--- src/rtl/cool_heat_pkg.sv ---
// Shared types and constants for the thermostat controller: mode encoding
// and the cooling fan speed-level table.
package cool_heat_pkg;

    typedef enum logic [1:0] {
        MODE_IDLE  = 2'd0,
        MODE_COOL  = 2'd1,
        MODE_HEAT  = 2'd2,
        MODE_DRAIN = 2'd3
    } mode_e;

    localparam logic [7:0] COOL_T1 = 8'd40;
    localparam logic [7:0] COOL_T2 = 8'd45;
    localparam logic [7:0] COOL_T3 = 8'd50;

    localparam logic [7:0] COOL_DUTY0 = 8'd64;
    localparam logic [7:0] COOL_DUTY1 = 8'd128;
    localparam logic [7:0] COOL_DUTY2 = 8'd192;
    localparam logic [7:0] COOL_DUTY3 = 8'd255;

    // Hotter readings demand more airflow while cooling.
    function automatic logic [7:0] cool_duty(input logic [7:0] t);
        if (t < COOL_T1)      return COOL_DUTY0;
        else if (t < COOL_T2) return COOL_DUTY1;
        else if (t < COOL_T3) return COOL_DUTY2;
        else                  return COOL_DUTY3;
    endfunction

endpackage

--- src/rtl/fan_ramp.sv ---
// Rate limiter for the fan duty: moves fan_speed toward target by at most
// RAMP_STEP once every RAMP_DIV clocks, and flags when the two agree.
module fan_ramp #(
    parameter int         RAMP_DIV  = 16,
    parameter logic [7:0] RAMP_STEP = 8'd4
) (
    input  logic       clk,
    input  logic       arst,
    input  logic [7:0] target,
    output logic [7:0] fan_speed,
    output logic       at_target
);

    localparam int            CW      = (RAMP_DIV > 1) ? $clog2(RAMP_DIV) : 1;
    localparam logic [CW-1:0] CNT_MAX = CW'(RAMP_DIV - 1);

    logic [CW-1:0] cnt;
    logic          tick;
    logic [7:0]    gap;
    logic [7:0]    step;
    logic [8:0]    speed_wide;
    logic [7:0]    speed_next;

    // NOTE: every always_comb output gets a default first so no path can infer a latch.
    always_comb begin
        tick       = (cnt == CNT_MAX);
        gap        = (fan_speed < target) ? (target - fan_speed) : (fan_speed - target);
        step       = (gap < RAMP_STEP) ? gap : RAMP_STEP;
        speed_wide = {1'b0, fan_speed};
        if (tick) begin
            if (fan_speed < target)
                speed_wide = {1'b0, fan_speed} + {1'b0, step};
            else if (fan_speed > target)
                speed_wide = {1'b0, fan_speed} - {1'b0, step};
        end
        // step never exceeds the gap, so bit 8 stays clear; saturate defensively.
        speed_next = speed_wide[8] ? 8'hFF : speed_wide[7:0];
    end

    // NOTE: sequential state uses non-blocking assignments so every register sees pre-edge values.
    always_ff @(posedge clk or posedge arst) begin
        if (arst) begin
            cnt       <= '0;
            fan_speed <= 8'd0;
            at_target <= 1'b1;
        end else begin
            cnt       <= tick ? '0 : cnt + 1'b1;
            fan_speed <= speed_next;
            at_target <= (speed_next == target);
        end
    end

endmodule

--- src/rtl/cool_heat_ctrl.sv ---
// Thermostat controller: hysteresis mode FSM driving cooler/heater enables
// and a rate-limited fan duty target.
module cool_heat_ctrl
    import cool_heat_pkg::*;
#(
    parameter logic [7:0] COOL_ON    = 8'd35,
    parameter logic [7:0] COOL_OFF   = 8'd25,
    parameter logic [7:0] HEAT_ON    = 8'd15,
    parameter logic [7:0] HEAT_OFF   = 8'd20,
    parameter logic [7:0] HEAT_SPEED = 8'd128,
    parameter int         RAMP_DIV   = 16,
    parameter logic [7:0] RAMP_STEP  = 8'd4
) (
    input  logic       clk,
    input  logic       arst,
    input  logic       enable,
    input  logic [7:0] temp,
    input  logic       temp_valid,
    output logic [7:0] fan_speed,
    output logic       cooler_on,
    output logic       heater_on,
    output logic [1:0] mode,
    output logic       at_target
);

    mode_e      state;
    mode_e      state_next;
    logic [7:0] t_q;
    logic [7:0] target;
    logic       cooler_next;
    logic       heater_next;

    always_ff @(posedge clk or posedge arst) begin
        if (arst) begin
            state     <= MODE_IDLE;
            t_q       <= 8'd0;
            cooler_on <= 1'b0;
            heater_on <= 1'b0;
        end else begin
            state     <= state_next;
            cooler_on <= cooler_next;
            heater_on <= heater_next;
            if (temp_valid)
                t_q <= temp;
        end
    end

    // Decisions use the incoming temp directly, so a strobe acts on the very next edge.
    always_comb begin
        state_next = state;
        unique case (state)
            MODE_IDLE: begin
                if (enable && temp_valid) begin
                    if (temp >= COOL_ON)      state_next = MODE_COOL;
                    else if (temp <= HEAT_ON) state_next = MODE_HEAT;
                end
            end
            MODE_COOL: begin
                if (!enable || (temp_valid && temp <= COOL_OFF))
                    state_next = MODE_DRAIN;
            end
            MODE_HEAT: begin
                if (!enable || (temp_valid && temp >= HEAT_OFF))
                    state_next = MODE_DRAIN;
            end
            MODE_DRAIN: begin
                if (fan_speed == 8'd0)
                    state_next = MODE_IDLE;
            end
            default: state_next = MODE_IDLE;
        endcase
    end

    always_comb begin
        cooler_next = (state_next == MODE_COOL);
        heater_next = (state_next == MODE_HEAT);
        unique case (state)
            MODE_COOL: target = cool_duty(t_q);
            MODE_HEAT: target = HEAT_SPEED;
            default:   target = 8'd0;
        endcase
    end

    assign mode = state;

    fan_ramp #(
        .RAMP_DIV  (RAMP_DIV),
        .RAMP_STEP (RAMP_STEP)
    ) u_fan_ramp (
        .clk       (clk),
        .arst      (arst),
        .target    (target),
        .fan_speed (fan_speed),
        .at_target (at_target)
    );

endmodule

--- config.mk ---
export PLATFORM = sky130hd
export DESIGN_NAME = cool_heat_ctrl
export DESIGN_NICKNAME = d
export VERILOG_FILES = /design/src/rtl/cool_heat_pkg.sv /design/src/rtl/fan_ramp.sv /design/src/rtl/cool_heat_ctrl.sv
export SDC_FILE = /design/constraint.sdc
export NUM_CORES = 1
export LEC_CHECK = 0
export BUFFER_PORTS_ARGS = -buffer_cell sky130_fd_sc_hd__buf_2
export CORE_MARGIN = 1.5
export CORE_UTILIZATION = 45
export DETAILED_ROUTE_END_ITERATION = 12
export GPL_ROUTABILITY_DRIVEN = 1
export SKIP_LAST_GASP = 1
export SLEW_MARGIN = 20
export SYNTH_ARGS = -nofsm -noshare
export SYNTH_HDL_FRONTEND = slang
export SYNTH_SLANG_ARGS = --single-unit
--- constraint.sdc ---
create_clock -name clk -period 6.95 [get_ports clk]
set_input_delay 1.0425 -clock clk [delete_from_list [all_inputs] [get_ports clk]]
set_output_delay 1.0425 -clock clk [all_outputs]
set_load 0.05 [all_outputs]
==> results.txt <==
----------------------------------------------------
[Layout]
  Layout fillers ... 620
  Area Growth Syn to Fin ... 9.41%
  Utilization of the core after routing ... 51.0%
  ANT cells ... 0
  Fraction of final layout cells sized beyond drive strength 1 ... 16.4%
  Net count reported at finish ... about 440
  Post-layout instance area ... 3260 µm²

[Job]
  Number of max-cap violations ... 0

[Global route]
  Grt total ovfl ... 0
  Antenna violations before repair ... 0
  Number of global-route vias before repair ... 2547
  Wire length of the first global-routing pass ... 12600 µm
  Maximum number of pins on one net before global-route repair ... 26
  GRT Resource Usage Total ... 21.6%

[Critical path]
  Type of destination of the critical path ... flop
  Critical path data arrival time ... about 6600 ps
  Type of element launching the critical path ... flop
  Worst-path maximum fanout ... 13
  Critical path start-end classification ... reg -> reg
  Crit path required time ... 7160 ps

[Yosys]
  Total of flip-flops plus latches after synthesis ... 25
  Number of synthesized flops with an enable pin ... 0
  Async set-or-reset flop fraction in the synthesized netlist ... 100%
  Netlist area before placement ... 2980 µm²
  Dominant cell by count in the synthesized netlist ... ha_1
  Cell type contributing the most total cell area after synthesis ... dfrtp_1
  Post-synthesis cell count ... 347
  Top cells by count, synth ... 43 x ha_1, 30 x inv_1, 25 x a21oi_1
  Area share of the leading cell type in the synthesized netlist ... 20.2%
  Largest cells by area after synthesis ... dfrtp_1 20%, ha_1 18%, a21oi_1 4.2%, inv_1 3.8%, mux2_2 3.8%
  Number of distinct library cells after synthesis ... 71
  Sequential fraction of the synthesis area ... 21.0%
  Main synth FF type ... dfrtp_1
  Post-Synthesis Mean Instance Area ... 8.59 µm²
  Synth warnings ... 0

[STA]
  Crit share post-route ... 91.3%
  Slew at the pin closest to its max-slew limit ... 926 ps
  Worst relative slew slack ... 38.2%
  Setup skew after layout ... 9.30 ps
  Finish-stage setup viols ... 0
  Setup repair after global routing missed its margin ... false
  Final Hold Vio Count ... 0
  Worst slack on hold paths ... 509 ps
  Number of max-slew violations in the final report ... 0
  Total negative setup slack ... 0 ps
  Period minus WS final ... 6340 ps
  Highest attainable clock frequency ... around 160 MHz

[CTS]
  Clock buffers created by TritonCTS ... 3
  Clock tree from TritonCTS ... done
  Number of buffers on the longest clock path ... 2
  Clock-pin slew reported for the worst setup and hold paths after clock tree synthesis ... 80 ps
  CTS Sinks ... 25
  H-Tree Depth ... 1
  Root buffer selected by CTS ... clkbuf_8
  Number of hold-repair buffers added at the cts stage ... 0
  Clock Latency Late Sink ... between 200 and 300 ps
  Number of buffers inserted to repair setup after CTS ... 0

[Placed design]
  PortBufs ... 24
  HPWL Detailed ... 6010 µm
  Routability congestion estimate ... 0.906
  Placed Instance Area ... 3200 µm²

[Detailed routing]
  Via count normalized by instance count ... 5.91
  Detail-routed net length per standard cell ... 16.3 µm
  Routed via count ... 2690
  DRC violations left ... 0
  Iter 0 DRT Violations ... 180
  Routed wire length ... 7440 µm
  Count of TritonRoute iterations in the first routing pass ... 4
  Post-route ant nets ... 0

[Floorplanning]
  Die W ... between 80 and 90 µm
  Floorplan Core Area ... 6390 µm²
  Area of the die ... 7120 µm²
  Ports placed on the boundary ... 25
  Starting Density ... 46.6%
  Std cell rows ... 29
  Vertical extent of the die ... 84.4 µm

[Worst hold path]
  Type of the most critical hold path ... reg -> reg

[Outcome]
  Result of the run ... completed

----------------------------------------------------
[cells in the final DEF, fill, tap and decap left out, types with 3 or more instances in the layout]
| cell | instances |
|---|---|
| o22ai_1 | 4 |
| dfrtp_1 | 24 |
| or2_2 | 5 |
| a21oi_1 | 25 |
| or3_1 | 4 |
| a211o_1 | 3 |
| clkbuf_8 | 3 |
| mux2i_1 | 4 |
| nand3_1 | 10 |
| mux2_2 | 10 |
| o21a_1 | 5 |
| and3_1 | 4 |
| nor4_1 | 3 |
| xnor2_1 | 8 |
| nand2_1 | 14 |
| inv_1 | 30 |
| nor3_1 | 11 |
| ha_1 | 43 |
| buf_2 | 24 |
| a221oi_1 | 3 |
| nor2b_1 | 8 |
| a21o_1 | 6 |
| o21ai_0 | 18 |
| conb_1 | 11 |
| nand4_1 | 6 |
| nor2_1 | 21 |
| o211ai_1 | 7 |
| a31oi_1 | 4 |
| fa_1 | 4 |
| a211oi_1 | 3 |
[worst max-delay path, cell delays in order (launching register included)]
cell and delay, ps:
dfrtp_1 430, inv_1 110, ha_1 320, nand3_1 110, inv_1 340, ha_1 220
inv_1 50, fa_1 400, and3_1 230, o21ai_4 280, nand2_4 100, mux2_4 310
a221o_1 290, a31oi_1 230, xnor2_1 180, nor3_1 290, ha_1 230, inv_1 60
fa_1 410, nand3b_1 140, a21oi_1 80, o21ai_0 280, a21oi_1 160, o32ai_4 440
a211oi_1 140, and4b_1 290, o211a_1 160
[cell type report]
class / instances / area, µm² / share of cell area, %
Tap cell: 77 / 96.3 / 2.96
Multi-Input combinational cell: 293 / 2240 / 68.8
Timing Repair Buffer: 26 / 135 / 4.15
Sequential cell: 25 / 627 / 19.2
Clock buffer: 4 / 45.0 / 1.38
Inverter: 30 / 113 / 3.45
[kinds of logic (layout without fill, tap and decap cells)]
kind of cell	Yosys count	in the layout	synth area share, %
AOI/OAI and AO/OA	110	110	26.3
buffers and inverters	38	60	5.17
DFF	25	25	21.0
and+or+nand+nor	100	100	18.0
other	2	11	0.252
muxes	15	15	5.63
xor gates and xnor gates	10	10	2.94
adders and majority gates	47	47	20.7
[worst paths after layout]
path	from	end	slack, ps	depth (start not counted)
setup reg to reg	mode[1]	u_fan_ramp.at_target	610	26
max in group asynchronous	arst	u_fan_ramp.fan_speed[1]	5410	2
setup / recovery	mode[1]	u_fan_ramp.at_target	610	26
min in group asynchronous	arst	t_q[6]	970	2
hold / removal	u_fan_ramp.cnt[3]	u_fan_ramp.cnt[3]	510	1
hold reg to reg	u_fan_ramp.cnt[3]	u_fan_ramp.cnt[3]	510	1
[state kept, by name, summed over array words and instances (netlist names)]
signal,cells
mode,2
cooler_on,1
u_fan_ramp.fan_speed,8
u_fan_ramp.cnt,4
u_fan_ramp.at_target,1
t_q,8
heater_on,1
[metrics by stage]
step | cells | setup WS [ps]
4_1_cts | 455 | 540
3_5_place_dp | 451 | 589
3_3_place_gp | 451 | 567
2_1_floorplan | 356 | 718
6_report | 455 | 606
5_1_grt | 455 | 105
[routing by layer]
layer / global-route usage (%) / wire [µm]
met1: 29.9 / 3380
met2: 36.0 / 3520
met3: 1.97 / 383
met4: 6.45 / 153
met5: 0 / 0
[repair_timing]
| action | CTS | global route |
|---|---|---|
| setup endpoints to repair | 0 | 1 |
| gates resized for setup | 0 | 1 |
| endpoints found under the hold margin | 0 | 0 |
Power is left out: the tool's default activity adds up to more than one toggle a clock period on the data nets, which glitch-free logic cannot reach.
